$ cat src/rtl/gpio_input_conditioner.sv
// rtl/gpio_input_conditioner.sv - pad synchroniser, per-pin debounce, edge detect and edge-pending irq
// Optional feature macro: GPIO_COND_IRQ_EN enables pend_o/irq_o; otherwise both are tied low.
module gpio_input_conditioner #(
   parameter int WIDTH       = 16,
   parameter int SYNC_STAGES = 2,
   parameter int PRESCALE    = 1000,
   parameter int DB_COUNT    = 4
) (
   input  logic             clk_i,
   input  logic             rst_ni,
   input  logic [WIDTH-1:0] pins_i,
   input  logic [WIDTH-1:0] db_en_i,
   input  logic [WIDTH-1:0] irq_en_i,
   input  logic [WIDTH-1:0] pend_clr_i,
   output logic [WIDTH-1:0] clean_o,
   output logic [WIDTH-1:0] rise_o,
   output logic [WIDTH-1:0] fall_o,
   output logic [WIDTH-1:0] pend_o,
   output logic             irq_o
);
   localparam int PW = (PRESCALE > 1) ? $clog2(PRESCALE) : 1;
   localparam int CW = $clog2(DB_COUNT + 1);
   localparam logic [PW-1:0] PRESC_LAST = PW'(PRESCALE - 1);
   localparam logic [CW-1:0] CNT_LAST   = CW'(DB_COUNT - 1);

   logic [WIDTH-1:0] sync_q [SYNC_STAGES];
   logic [WIDTH-1:0] sync;
   logic [PW-1:0]    presc_q;
   logic             tick;

   always_ff @(posedge clk_i or negedge rst_ni) begin
      if (!rst_ni) begin
         for (int s = 0; s < SYNC_STAGES; s++) sync_q[s] <= '0;
      end else begin
         sync_q[0] <= pins_i;
         for (int s = 1; s < SYNC_STAGES; s++) sync_q[s] <= sync_q[s-1];
      end
   end

   assign sync = sync_q[SYNC_STAGES-1];

   // Single prescaler shared by all pins; tick marks the last count before wrap.
   assign tick = (presc_q == PRESC_LAST);

   always_ff @(posedge clk_i or negedge rst_ni) begin
      if (!rst_ni) presc_q <= '0;
      else         presc_q <= tick ? '0 : presc_q + 1'b1;
   end

   for (genvar i = 0; i < WIDTH; i++) begin : g_pin
      logic [CW-1:0] cnt_q, cnt_d;
      logic          clean_q, clean_d, rise_q, fall_q;

      // A mismatch only advances on ticks; any cycle of agreement restarts the count.
      always_comb begin
         clean_d = clean_q;
         cnt_d   = cnt_q;
         if (!db_en_i[i]) begin
            clean_d = sync[i];
            cnt_d   = '0;
         end else if (sync[i] == clean_q) begin
            cnt_d = '0;
         end else if (tick) begin
            if (cnt_q == CNT_LAST) begin
               clean_d = sync[i];
               cnt_d   = '0;
            end else begin
               cnt_d = cnt_q + 1'b1;
            end
         end
      end

      always_ff @(posedge clk_i or negedge rst_ni) begin
         if (!rst_ni) begin
            cnt_q   <= '0;
            clean_q <= 1'b0;
            rise_q  <= 1'b0;
            fall_q  <= 1'b0;
         end else begin
            cnt_q   <= cnt_d;
            clean_q <= clean_d;
            rise_q  <= clean_d & ~clean_q;
            fall_q  <= ~clean_d & clean_q;
         end
      end

      assign clean_o[i] = clean_q;
      assign rise_o[i]  = rise_q;
      assign fall_o[i]  = fall_q;
   end

`ifdef GPIO_COND_IRQ_EN
   logic [WIDTH-1:0] pend_q;

   // Set has priority over clear so an edge coinciding with a clear is not lost.
   always_ff @(posedge clk_i or negedge rst_ni) begin
      if (!rst_ni) pend_q <= '0;
      else         pend_q <= (pend_q & ~pend_clr_i) | ((rise_o | fall_o) & irq_en_i);
   end

   assign pend_o = pend_q;
   assign irq_o  = |pend_q;
`else
   logic unused_irq_inputs;
   assign unused_irq_inputs = ^{irq_en_i, pend_clr_i};
   assign pend_o = '0;
   assign irq_o  = 1'b0;
`endif

endmodule

$ cat config.mk
export PLATFORM = sky130hd
export DESIGN_NAME = gpio_input_conditioner
export DESIGN_NICKNAME = d
export VERILOG_FILES = /design/src/rtl/gpio_input_conditioner.sv
export SDC_FILE = /design/constraint.sdc
export NUM_CORES = 1
export LEC_CHECK = 0
export ABC_AREA = 0
export CORE_MARGIN = 1
export CORE_UTILIZATION = 39
export CTS_CLUSTER_DIAMETER = 150
export DETAILED_ROUTE_END_ITERATION = 8
export PLACE_DENSITY = 0.63
export SKIP_LAST_GASP = 1
export SLEW_MARGIN = 20
export SYNTH_ARGS = -nofsm -noshare
export SYNTH_HDL_FRONTEND = slang
export SYNTH_SLANG_ARGS = --single-unit
$ cat constraint.sdc
create_clock -name clk_i -period 2.4 [get_ports clk_i]
set_input_delay 0.48 -clock clk_i [delete_from_list [all_inputs] [get_ports clk_i]]
set_output_delay 0.48 -clock clk_i [all_outputs]
set_load 0.02 [all_outputs]
==> summary.txt <==
Status
  • Status: finished clean

Detailed routing
  • DRC: 0
  • Drt total wl: 9958 um
  • First drt pass iteration count: 4
  • WL/cell: 13.31 um
  • Via count: 3574
  • Iteration-0 DRC Markers: 100
  • Vias per inst: 4.778
  • Antenna-violating nets left: 0

Yosys
  • Synth top area cells: dfrtp_1 (57%), buf_4 (8.1%), and3b_1 (4.6%)
  • Synth Register Bits: 138
  • Cell taking the most area after synthesis: dfrtp_1
  • Synth async-reset ratio: 1.000
  • Ys Warns: 0
  • Synth cell count leaders: dfrtp_1 (138), buf_4 (65), nand2_1 (47), a21oi_1 (41), and3b_1 (32)
  • Post-synthesis sequential area ratio: 0.5714
  • Cell Area, Synth: 0.006043 mm2
  • Synth Flop Type: dfrtp_1
  • Synth cell types: 34
  • EDFF count, synth: 0
  • Cells after synthesis: 498
  • Top-count cell post-synth: dfrtp_1
  • Mean Syn Cell Area: 12.14 um2
  • Yosys top cell area share: 0.5714

Critical path
  • Reg2reg path depth: 6
  • Critical Path End: g_pin[15].clean_q
  • Slowest CP cell: dfrtp_1
  • Critical-path cell list: ha_1 > and4b_4 > nand3_4 > buf_4 > o21ai_2 > mux2_1
  • Critical Path End Type: register
  • Reg2reg end: g_pin[15].clean_q
  • Setup CP Type: reg -> reg
  • Worst path required time: 2.70 ns
  • Crit-path max FO: 18
  • CP max stage delay: 0.39 ns
  • Startpoint Class: register
  • CP Depth: 6
  • Critical path's top delay family: simple AND/OR/NAND/NOR gates
  • Worst Setup SP: presc_q[0]
  • Reg-to-reg startpoint: presc_q[0]
  • WP buf/inv: 1
  • Critical Path AT: 2.39 ns
  • R2R Setup Slk: 0.30 ns

Place
  • Dpl cells: 715
  • Placed cell area: 0.006636 mm2
  • Buffers added on ports: 81
  • Hpwl dp: 6779 um
  • GP Congestion: 0.6964

Timing
  • Part of the cycle the worst path needs: 0.8739
  • Setup Skew: 0.007861 ns
  • Number of hold violations in the final report: 0
  • Endpoints failing setup: 0
  • Unrepaired setup endpoints after global routing: false
  • Crit path time final: 2.097 ns
  • Pins Over Slew Limit: 0
  • Fmax: 476.8 MHz
  • Setup TNS: 0 ns

Clock network
  • Setup Fix Bufs, Post-CTS: 0
  • Clock Path Buffers: 2
  • Clock root buffer: clkbuf_16
  • CTS buffer count: 17
  • Clock-pin slew on the worst setup and hold paths: 0.06 ns
  • CTS tree: yes
  • Clock latency on the worst-skew pair: 0.42 ns
  • Clock Sinks: 138
  • H-tree levels: 4

Power and ir drop
  • Pwr Density: 758.2 mW/mm2
  • Maximum VDD drop: 0.0004640 V
  • Pleak: 0.003282 uW

Layout
  • Number of fill cells: 1343
  • Layout Utilization: 0.4774
  • Area grow syn2layout: 19.65%
  • Fin area: 0.007231 mm2
  • Nets: 630
  • Antenna Cells: 0
  • Layout cell share with drive strength beyond 1: 0.1268
  • Layout Cells excl Fill: 748

Global routing
  • Global-route wire length before repair: 17040 um
  • Antenna violations before repair: 0
  • Tot GR Track Use: 0.1371
  • Gr ovfl total: 0
  • Vias in the first global route: 3725
  • Largest net degree at the start of global routing: 54

Run
  • Max-Cap Viols: 0

Floorplanning
  • Die Y-Extent: 126.5 um
  • Die Area: 0.01600 mm2
  • Chip Width: 126.5 um
  • Initial Util: 0.3990
  • Num rows: 45
  • Core Footprint: 0.01515 mm2
  • Ports: 131

Min path
  • Hold path start: sync_q[25]
  • Hold Path Class: reg -> reg
layout make-up:
class,count,area [um2],area share
tap,188,235.2,0.03253
sequential,138,3453,0.4776
multi-input combinational,299,2047,0.2831
clock buffer,18,439.2,0.06074
timing repair buffer,90,907.1,0.1255
clock inverter,14,145.1,0.02007
inverter,1,3.754,0.0005191
power by group:
group,internal (uW),switching [uW],leakage (uW)
clock,1560,1000,0.000279
sequential,2410,58.9,0.00179
combinational,217,239,0.00122
total,4180,1300,0.00328
worst min path at each step:
stage	slack, ns	end	cells past startpoint
2_1_floorplan	0.18	g_pin[0].clean_q	0
3_3_place_gp	0.33	sync[13]	0
3_5_place_dp	0.33	sync[12]	0
4_1_cts	0.35	sync[9]	0
5_1_grt	0.35	sync[1]	0
6_report	0.34	sync[9]	0
cells in the final DEF, fill, tap and decap left out, drive strengths merged:
master         count
clkbuf            18
and4b              1
xnor2             11
dfrtp            138
nand2             47
o21a               1
dlygate4sd3        1
mux2              16
o41ai              1
and2               2
o211ai             8
nand2b            16
nor3               1
and3               1
mux2i              1
o21ai             17
ha                17
clkdlybuf4s50     80
clkinv             5
buf                9
nor2              14
clkinvlp           4
and4               2
and3b             32
bufinv             2
nand3             26
nand3b             8
inv                4
a21oi             41
conb              17
xor2              19
through the flow:
step	setup WS (ns)	total power [uW]	hold slack, ns
after floorplan	0.7052	2810	0.1844
after global routing	0.1570	5703	0.3496
after CTS	0.2763	5581	0.3457
after detailed placement	0.2757	2972	0.3347
final	0.3027	5483	0.3427
after global placement	0.3466	2958	0.3335
registers in the layout (all words and copies together), names as in the netlist:
name	cells
sync	16
g_pin.fall_q	16
g_pin.clean_q	16
sync_q	16
presc_q	10
g_pin.rise_q	16
g_pin.cnt_q	48
per-layer routing:
layer / wire [um] / global-route usage
met2: 4976 / 0.2320
met5: 0 / 0
met1: 4388 / 0.1560
met3: 386 / 0.04091
met4: 206 / 0.07442
timing repair:
action / in CTS / in global routing
gates resized for setup: 0 / 0
hold buffers: 1 / 0
endpoints found under the hold margin: 3 / 0
worst reg2reg max path: stages (launching register included):
cell	delay [ns]
dfrtp_1	0.39
ha_1	0.24
and4b_4	0.29
nand3_4	0.22
buf_4	0.30
o21ai_2	0.21
mux2_1	0.34
cells by family (layout without fill, tap and decap cells):
family,after synthesis,in the layout,share of synthesized area
fa+ha+maj,17,17,0.03520
xor+xnor,30,30,0.04348
simple gates,150,150,0.1445
other cells,1,17,0.0006205
mux,17,17,0.03147
flops,138,138,0.5714
compound gates,68,68,0.07350
buf+inv,77,123,0.09979
Power figures use the tool's default switching activity.
